$ cat src/rtl/bit_stuff_block_if.sv
// bit_stuff_block_if: serial bit stream in from the mux, stuffed bit stream out to the NRZI encoder
interface bit_stuff_block_if #(
    parameter int CNT_W = 8
);
    logic             in_valid;
    logic             in_bit;
    logic             in_last;
    logic             stall;
    logic             out_valid;
    logic             out_bit;
    logic             out_last;
    logic [CNT_W-1:0] stuff_count;
    modport master (
        output in_valid, in_bit, in_last,
        input  stall, out_valid, out_bit, out_last, stuff_count
    );
    modport slave (
        input  in_valid, in_bit, in_last,
        output stall, out_valid, out_bit, out_last, stuff_count
    );
endinterface

$ cat src/rtl/bit_stuff_block.sv
// bit_stuff_block: inserts a 0 after every RUN_LEN consecutive 1s, stalling upstream while it does
module bit_stuff_block #(
    parameter int RUN_LEN = 6,
    parameter int CNT_W   = 8
) (
    input logic              clk,
    input logic              rst,
    bit_stuff_block_if.slave bus
);
    typedef enum logic [1:0] {IDLE, ACTIVE, STUFF} state_t;
    localparam logic [3:0] RUN = 4'(RUN_LEN);
    state_t     state;
    logic [3:0] ones_cnt;
    logic [3:0] nxt_cnt;
    logic       last_pend;
    logic       accept;
    // run length after the offered bit; a new packet always starts counting from zero
    always_comb begin
        accept  = bus.in_valid && !bus.stall;
        nxt_cnt = bus.in_bit ? (state == IDLE ? 4'd0 : ones_cnt) + 4'd1 : 4'd0;
    end
    // stuffing FSM; every output is registered and defaults to an idle cycle
    always_ff @(posedge clk) begin
        if (!rst) begin
            state           <= IDLE;
            ones_cnt        <= '0;
            last_pend       <= 1'b0;
            bus.stall       <= 1'b0;
            bus.out_valid   <= 1'b0;
            bus.out_bit     <= 1'b0;
            bus.out_last    <= 1'b0;
            bus.stuff_count <= '0;
        end else begin
            bus.out_valid <= 1'b0;
            bus.out_bit   <= 1'b0;
            bus.out_last  <= 1'b0;
            if (state == STUFF) begin
                bus.out_valid   <= 1'b1;
                bus.out_last    <= last_pend;
                bus.stall       <= 1'b0;
                ones_cnt        <= '0;
                bus.stuff_count <= bus.stuff_count + CNT_W'(bus.stuff_count != '1);
                state           <= last_pend ? IDLE : ACTIVE;
            end else if (accept) begin
                bus.out_valid <= 1'b1;
                bus.out_bit   <= bus.in_bit;
                last_pend     <= bus.in_last;
                if (state == IDLE)
                    bus.stuff_count <= '0;
                if (nxt_cnt == RUN) begin
                    ones_cnt  <= nxt_cnt;
                    bus.stall <= 1'b1;
                    state     <= STUFF;
                end else begin
                    ones_cnt     <= bus.in_last ? 4'd0 : nxt_cnt;
                    bus.out_last <= bus.in_last;
                    state        <= bus.in_last ? IDLE : ACTIVE;
                end
            end
        end
    end
endmodule

$ cat src/flat_wrapper.sv
// flat-port wrapper written by rule: the top's interface ports become plain ports
module bit_stuff_block_flat 
#(
    parameter int RUN_LEN = 6,
    parameter int CNT_W   = 8
)
  (clk, rst, bus_in_valid, bus_in_bit, bus_in_last, bus_stall, bus_out_valid, bus_out_bit, bus_out_last, bus_stuff_count);
  bit_stuff_block_if #(.CNT_W(CNT_W)) bus_i ();
  input logic clk;
  input logic rst;
  input wire logic [$bits(bus_i.in_valid)-1:0] bus_in_valid;
  input wire logic [$bits(bus_i.in_bit)-1:0] bus_in_bit;
  input wire logic [$bits(bus_i.in_last)-1:0] bus_in_last;
  output wire logic [$bits(bus_i.stall)-1:0] bus_stall;
  output wire logic [$bits(bus_i.out_valid)-1:0] bus_out_valid;
  output wire logic [$bits(bus_i.out_bit)-1:0] bus_out_bit;
  output wire logic [$bits(bus_i.out_last)-1:0] bus_out_last;
  output wire logic [$bits(bus_i.stuff_count)-1:0] bus_stuff_count;
  assign bus_i.in_valid = bus_in_valid;
  assign bus_i.in_bit = bus_in_bit;
  assign bus_i.in_last = bus_in_last;
  assign bus_stall = bus_i.stall;
  assign bus_out_valid = bus_i.out_valid;
  assign bus_out_bit = bus_i.out_bit;
  assign bus_out_last = bus_i.out_last;
  assign bus_stuff_count = bus_i.stuff_count;
  bit_stuff_block #(.RUN_LEN(RUN_LEN), .CNT_W(CNT_W)) u_core (.clk(clk), .rst(rst), .bus(bus_i));
endmodule
$ cat config.mk
export PLATFORM = sky130hd
export DESIGN_NAME = bit_stuff_block_flat
export DESIGN_NICKNAME = d
export VERILOG_FILES = /design/src/rtl/bit_stuff_block_if.sv /design/src/rtl/bit_stuff_block.sv /design/src/flat_wrapper.sv
export SDC_FILE = /design/constraint.sdc
export NUM_CORES = 1
export LEC_CHECK = 0
export CORE_UTILIZATION = 60
export CTS_CLUSTER_SIZE = 8
export DETAILED_ROUTE_END_ITERATION = 10
export DONT_BUFFER_PORTS = 1
export GPL_ROUTABILITY_DRIVEN = 0
export GPL_TIMING_DRIVEN = 0
export HOLD_SLACK_MARGIN = 0.15
export PLACE_DENSITY = 0.82
export REMOVE_ABC_BUFFERS = 1
export SYNTH_ARGS = -nofsm -noshare
export SYNTH_HDL_FRONTEND = slang
export SYNTH_SLANG_ARGS = --single-unit
$ cat constraint.sdc
create_clock -name clk -period 2.43 [get_ports clk]
set_clock_uncertainty 0.05 [all_clocks]
set_input_delay 0.486 -clock clk [delete_from_list [all_inputs] [get_ports clk]]
set_output_delay 0.486 -clock clk [all_outputs]
set_load 0.005 [all_outputs]
# After elaboration in Yosys (flattened, before gate mapping)
# Index checks and enable logic that the tools add are counted.
# op_classes
n_eq_ne,3
n_reduce_logical,10
mux,17
add_sub_neg,2
bitwise_logic,3
# op_table
op,n
$mux 8,3
$mux 4,4
$add 8x1->8,1
$ne 8x8->1 const B,1
$mux 1,7
$mux 2,3
$reduce_and 2->1,3
$add 4x1->4 const B,1
$eq 4x3->1 const B,1
$reduce_bool 2->1,2
$not 1->1,3
$reduce_or 3->1,1
$eq 2x2->1 const B,1
$logic_not 2->1,1
$reduce_or 2->1,1
$logic_and 1x1->1,1
$logic_not 1->1,1
# totals
reg_bits,19

# Logic depth before layout (Yosys ltp)
# Gate-level depths: netlist (run 1).
# logic_depth
word_depth,8
mapped_depth,9
mapped_depth_nobuf,9

# Worst setup path before layout (run 1)
# No wires, ideal clock.
# synth_timing
path_kind,register -> register
start,register u_core.state[1]
end,register u_core.bus.out_last
setup_time_ps,116
required_ps,2264
setup_slack_ps,642
path_stages_with_launch,8
path_buffers,0
arrival_time_ps,1622
path_cell_list,dfxtp_1 > o21ai_0 > inv_1 > ha_1 > nand2_1 > a211oi_2 > nand3_1 > a31o_2
# synth_via
elab_chain_len,8
word_cells_on_any_way,9
# synth_rtl
element,line,source
start: declaration,bit_stuff_block.sv:12,state_t state;
start signal: assignment,bit_stuff_block.sv:43,state <= last_pend ? IDLE : ACTIVE;
start signal: assignment,bit_stuff_block.sv:57,state <= bus.in_last ? IDLE : ACTIVE;
$logic_not 2->1,bit_stuff_block.sv:20,nxt_cnt = bus.in_bit ? (state == IDLE ? 4'd0 : ones_cnt) + 4'd1 : 4'd0;
$mux 4,bit_stuff_block.sv:20,
$add 4x1->4,bit_stuff_block.sv:20,
$mux 4,bit_stuff_block.sv:20,
$eq 4x3->1,bit_stuff_block.sv:50,if (nxt_cnt == RUN) begin
$mux 1,bit_stuff_block.sv:50,
$mux 1,bit_stuff_block.sv:44,end else if (accept) begin
$mux 1 *,bit_stuff_block.sv:37,if (state == STUFF) begin
end signal: assignment,bit_stuff_block.sv:39,bus.out_last <= last_pend;
end signal: assignment,bit_stuff_block.sv:56,bus.out_last <= bus.in_last;
end: declaration,bit_stuff_block_if.sv:19,"output stall, out_valid, out_bit, out_last, stuff_count"
# Every way passes the cells marked *; elsewhere a longest branch is shown, timed or not.
# A chain may end at the register's enable or synchronous reset.

# Worst setup path after layout (run 1)
# Same ends and word-level chain as after synthesis.

==> results of run 1 <==
per-layer routing:
layer  GRT usage  up-vias
met5           0        -
met4       0.119        0
met3      0.0603        2
met2       0.434       29
met1       0.298      437
li1            -      433
cell usage after synthesis (2+ instances only):
library cell  count  area, um^2
nor2_1           14        52.6
ha_1              3        37.5
clkbuf_1          3        11.3
nand3_1          10        50.1
or4_1             2        15.0
o21ai_0           3        15.0
a21oi_1           5        25.0
dfxtp_1          19         380
nand4_1           2        12.5
nor3_1            2        10.0
mux2_2            2        22.5
nand2b_1          2        12.5
nor2b_1           2        12.5
o211ai_1          3        22.5
a31oi_1           2        12.5
nand2_1          11        41.3
a22oi_1           5        37.5
power groups by stage:
stage | Clock, mW | Combinational [mW] | Sequential [mW]
final | 0.164 | 0.0284 | 0.323
after floorplan | 0 | 0.0227 | 0.329
after detailed placement | 0 | 0.0284 | 0.330
after global routing | 0.176 | 0.0324 | 0.324
after global placement | 0 | 0.0272 | 0.330
after CTS | 0.163 | 0.0286 | 0.323
stage by stage:
stage	cell area [um^2]	hold WS [ns]	utilization
after floorplan	957	0.413	-
final	1000	0.253	0.659
after global placement	977	0.427	0.641
after detailed placement	977	0.437	0.641
after global routing	1000	0.239	0.659
after CTS	1000	0.253	0.659
flip-flops by register name (all words and copies together), names as in the netlist:
name / cells
u_core.state: 2
u_core.bus.out_bit: 1
u_core.bus.stall: 1
u_core.ones_cnt: 4
u_core.last_pend: 1
u_core.bus.out_valid: 1
u_core.bus.stuff_count: 8
u_core.bus.out_last: 1
layout make-up:
class / instances / share of cell area
Clock buffer: 3 / 0.0224
Clock inverter: 1 / 0.00498
Inverter: 2 / 0.00747
Multi-Input combinational cell: 90 / 0.567
Sequential cell: 19 / 0.379
Tap cell: 16 / 0.0199
worst max path at each step:
| stage | slack [ns] | end |
|---|---|---|
| 3_5_place_dp | 0.24 | u_core.bus.out_last |
| 2_1_floorplan | 0.51 | u_core.bus.out_last |
| 5_1_grt | 0.14 | u_core.bus.out_last |
| 4_1_cts | 0.22 | u_core.bus.out_last |
| 6_report | 0.32 | u_core.bus.out_last |
| 3_3_place_gp | 0.28 | u_core.bus.out_last |
what timing repair did:
item                                    in CTS  in global routing
gates resized for setup                      0                  1
endpoints found under the setup margin       0                  1
setup buffers                                0                  0
worst reg2reg max path, delay by kind of cell (launching register included):
family          cells  cell delay [ns]
compound gates      3             0.84
fa+ha+maj           1             0.30
buf+inv             1             0.08
flops               1             0.46
simple gates        2             0.30
kinds of logic after synthesis:
group,Yosys count,share of synthesized area
AO/OA/AOI/OAI,31,0.229
XOR/XNOR,1,0.00887
adder cells (fa/ha/maj),3,0.0380
buffers and inverters,7,0.0380
flip-flops,19,0.385
multiplexers,3,0.0330
AND/OR/NAND/NOR,52,0.267
==> impl_metrics.toml, run 1 <==
[timing]
rsz0062_at_grt = "false"
tightest_slew_ns = 0.577
max_freq_mhz = 474
period_needed_ns = 2.11
slew_headroom = 0.615
setup_viol = 0
tns_ns = 0
fin_crit_sh = 0.868
finalMaxSlewViolations = 0
hold_violations = 0
finalWorstSetupSlack_ns = 0.321

[cells_and_area]
fillCellCount = 146
regArea_um2 = 380
diodes = 0
syn_to_final_growth_pct = 1.77
drive_above_1_share = 0.0870
multi_input_area_um2 = 569
mostFrequentLayoutCells = "19 x dfxtp_1, 14 x nor2_1, 11 x nand2_1"
nets = 124
final_cells = 131
final_common_cell = "dfxtp_1"

[floorplan]
core_mm2 = 0.00152
pin_count = 17
fp.dieW_um = 42.6
rows = 14
die_h_um = 42.6
start_util = 0.648
die_area_mm2 = 0.00181

[hold_path]
hold_path_class = "primary input to flop"
hold_path_depth = 1
min-delay-start = "bus_in_bit"
holdPathEnd = "u_core.bus.out_bit"

[setup_path]
critPathBufInv = 1
path_max_fanout = 12
max_stage_delay_ns = 0.46
cp-end-kind = "flop"
criticalPathCategory = "flop to flop"
r2r_setup_slack_ns = 0.32
cp.required_ns = 2.58
ff2ff_path_depth = 7
critPathTopFamily = "compound AO/OA/AOI/OAI gates"
critPathLaunch = "u_core.state[1]"
path_cells = "o21ai_1, inv_1, ha_1, nand2_1, a211oi_2, nand3_1, a31o_2"
cp_slowest_cell = "dfxtp_1"
cp-start-kind = "flop"
reg2reg_from = "u_core.state[1]"
crit_cells = 7
worstReg2RegEnd = "u_core.bus.out_last"
worstPathArrival_ns = 2.26

[pwr]
switching_power_mw = 0.127
seqPwrFrac = 0.626
ir_drop_uv = 291
p_comb_frac = 0.055
power.total_mw = 0.516
p_clk_frac = 0.319
leakage_nw = 0.347
power_density_mw_per_mm2 = 513
swShare = 0.245
p_int_mw = 0.389

[global_routing]
grt_pass1_wl_mm = 3.51
grt_overflow = 0
antenna_found_initial = 0
grt_max_degree = 13
grt_pass1_vias = 825
grtUsageTotal = 0.254

[drt]
post_drt_wl_per_cell_um = 15.7
drtAntennaViolNets = 0
wl_met2_mm = 1.07
via_count = 901
wl_met1_um = 865
initialDrtViolationCount = 22
drc = 0
first_pass_iters = 7
avgViaCountPerCell = 6.88
wl_met3_um = 108
top_layer = "met4"
drt-total-wl_mm = 2.06

[place]
dpl.hpwl_mm = 1.46
placedCellCount = 127
dp_slack_ns = 0.236
port_buffers = 0

[run_status]
outcome = "completed"

[clock_tree]
h-tree-depth = 1
cts_tree = "yes"
cts_root_buf = "clkbuf_4"
clock-sinks = 19
clk_pin_slew_ns = 0.11
hold_buffers = 0
clockBufferDepth = 2
cts_buffers = 3
clkLatencyLatePin_ns = 0.30

[synthesis]
seq_area_frac_synth = 0.385
syn_inst = 116
synth_seq_cells = 19
netlist_area_um2 = 987
synth-edff-count = 0
synth-async-reset-ratio = 0
avgSynthCellArea_um2 = 8.51
synth_ff_type = "dfxtp_1"
synth_cell_type_count = 43
yosysWarnings = 0

[flow_run]
maxCapViolations = 0
Power figures use the tool's default switching activity.
==> run 2: changes to the inputs <==
--- a/config.mk
+++ b/config.mk
@@ -5,14 +5,14 @@
 export SDC_FILE = /design/constraint.sdc
 export NUM_CORES = 1
 export LEC_CHECK = 0
-export CORE_UTILIZATION = 60
+export CORE_UTILIZATION = 64
 export CTS_CLUSTER_SIZE = 8
 export DETAILED_ROUTE_END_ITERATION = 10
 export DONT_BUFFER_PORTS = 1
 export GPL_ROUTABILITY_DRIVEN = 0
 export GPL_TIMING_DRIVEN = 0
 export HOLD_SLACK_MARGIN = 0.15
-export PLACE_DENSITY = 0.82
+export PLACE_DENSITY = 0.86
 export REMOVE_ABC_BUFFERS = 1
 export SYNTH_ARGS = -nofsm -noshare
 export SYNTH_HDL_FRONTEND = slang
==> constraint.sdc (replaced) <==
create_clock -name clk -period 2.7 [get_ports clk]
set_clock_uncertainty 0.05 [all_clocks]
set_input_delay 0.54 -clock clk [delete_from_list [all_inputs] [get_ports clk]]
set_output_delay 0.54 -clock clk [all_outputs]
set_load 0.005 [all_outputs]
==> run 2 against run 1 <==
Against the previous run: sequential share of layout area hardly changed; global-route usage is 2.8 points higher; worst hold slack better by 0.052 ns; routed wire length is 1.1% lower; register-to-register slack better by 0.09 ns; utilization is 7.5 points higher; critical path depth stayed put; highest routed layer unchanged; die area is 5.9% lower; critical path type unchanged; sequential power is 9.9% lower; critical endpoint unchanged; largest power group unchanged; first-iteration DRC count is 45% higher; clock power is 9% lower; worst setup slack better by 0.091 ns.
==> impl_metrics.toml, run 2 (synthesis results as in run 1) <==
[run_status]
outcome = "completed"

[drt]
initialDrtViolationCount = 32
drtAntennaViolNets = 0
first_pass_iters = 4
drt-total-wl_mm = 2.04
drc = 0
post_drt_wl_per_cell_um = 15.7
avgViaCountPerCell = 6.78
via_count = 882

[cells_and_area]
regMostFlops = "u_core.bus.stuff_count"
mostFrequentLayoutCells = "19 x dfxtp_1, 14 x nor2_1, 11 x nand2_1"
diodes = 0
largest_reg_flops = 8
design_area_mm2 = 0.00100
syn_to_final_growth_pct = 1.65
nets = 124
drive_above_1_share = 0.0870
top_regs = "u_core.bus.stuff_count: 8 flops, u_core.ones_cnt: 4 flops, u_core.state: 2 flops"
final_common_cell = "dfxtp_1"
fillCellCount = 107

[timing]
tns_ns = 0
max_freq_mhz = 437
setup_viol = 0
slew_headroom = 0.603
tightest_slew_ns = 0.595
finalWorstSetupSlack_ns = 0.412
hold_violations = 0
rsz0062_at_grt = "false"
finalMaxSlewViolations = 0
whs_ns = 0.305
period_needed_ns = 2.29
fin_crit_sh = 0.847

[place]
post_dp_cell_area_um2 = 976
port_buffers = 0
dp_slack_ns = 0.477
dpl.hpwl_mm = 1.46

[clock_tree]
post_cts_buffers = 0
cts_tree = "yes"
clkLatencyLatePin_ns = 0.30
cts_root_buf = "clkbuf_4"
clockBufferDepth = 2
clk_pin_slew_ns = 0.11
clock-sinks = 19
postCtsResizedCells = 0
h-tree-depth = 1
cts_buffers = 3
hold_buffers = 0

[pwr]
leakage_nw = 0.347
p_int_mw = 0.350
switching_power_mw = 0.115
p_comb_frac = 0.055
swShare = 0.247
seqPwrFrac = 0.625
p_clk_frac = 0.319
ir_drop_uv = 256
power_density_mw_per_mm2 = 464
power.total_mw = 0.465

[floorplan]
fp.dieW_um = 41.3
rows = 13
start_util = 0.723
core_mm2 = 0.00137
pin_count = 17
die_area_mm2 = 0.00170
die_h_um = 41.3

[hold_path]
hold_path_depth = 1
hold_path_class = "primary input to flop"

[setup_path]
cp-end-kind = "flop"
path_max_fanout = 12
ff2ff_path_depth = 7
worstPathArrival_ns = 2.45
cp.required_ns = 2.86
criticalPathCategory = "flop to flop"
cp-start-kind = "flop"

[global_routing]
grtUsageTotal = 0.283
grt_overflow = 0
grt_max_degree = 13
antenna_found_initial = 0
grt_pass1_wl_mm = 3.07
grt_pass1_vias = 685

[flow_run]
maxCapViolations = 0
==> run 2: cell types whose count changed in the layout (fill, tap and decap cells not counted) <==
| cell | delta |
|---|---|
| o21ai_0 | +1 |
| o21ai_1 | -1 |
==> run 2: routing by layer <==
layer,global-route usage,routed length [um],vias to the layer above
met4,0.121,35,0
met2,0.410,929,25
met1,0.403,977,425
li1,-,-,428
met5,0,0,-
met3,0.0543,97,4
==> run 2: power groups by stage <==
| stage | Clock (mW) | Combinational (mW) | Sequential, mW |
|---|---|---|---|
| 2_1_floorplan | 0 | 0.0204 | 0.296 |
| 3_3_place_gp | 0 | 0.0243 | 0.297 |
| 3_5_place_dp | 0 | 0.0254 | 0.297 |
| 4_1_cts | 0.146 | 0.0255 | 0.291 |
| 5_1_grt | 0.151 | 0.0285 | 0.292 |
| 6_report | 0.149 | 0.0258 | 0.291 |
==> run 2: worst max-delay path, cell delays in order, from the launching register on <==
cell and delay, ns:
dfxtp_1 0.47, o21ai_0 0.44, inv_1 0.09, ha_1 0.31, nand2_1 0.06, a211oi_2 0.21, nand3_1 0.26, a31o_2 0.31
==> run 2: worst paths after layout <==
kind,startpoint,end,slack (ns)
worst max-delay path,u_core.state[1],u_core.bus.out_last,0.41
worst min-delay path,bus_in_bit,u_core.bus.out_bit,0.30
worst min register to register,u_core.last_pend,u_core.last_pend,0.46
worst max register to register,u_core.state[1],u_core.bus.out_last,0.41
==> run 2: stage by stage <==
step | util | cells
after detailed placement | 0.714 | 126
final | 0.734 | 130
after CTS | 0.734 | 130
after global routing | 0.734 | 130
after global placement | 0.714 | 126
after floorplan | - | 111
==> run 2: cell type report <==
type	count	area (um^2)	area share
Clock buffer	3	22.5	0.0224
Clock inverter	1	5.00	0.00499
Inverter	2	7.51	0.00748
Multi-Input combinational cell	90	569	0.567
Sequential cell	19	380	0.379
Tap cell	15	18.8	0.0187
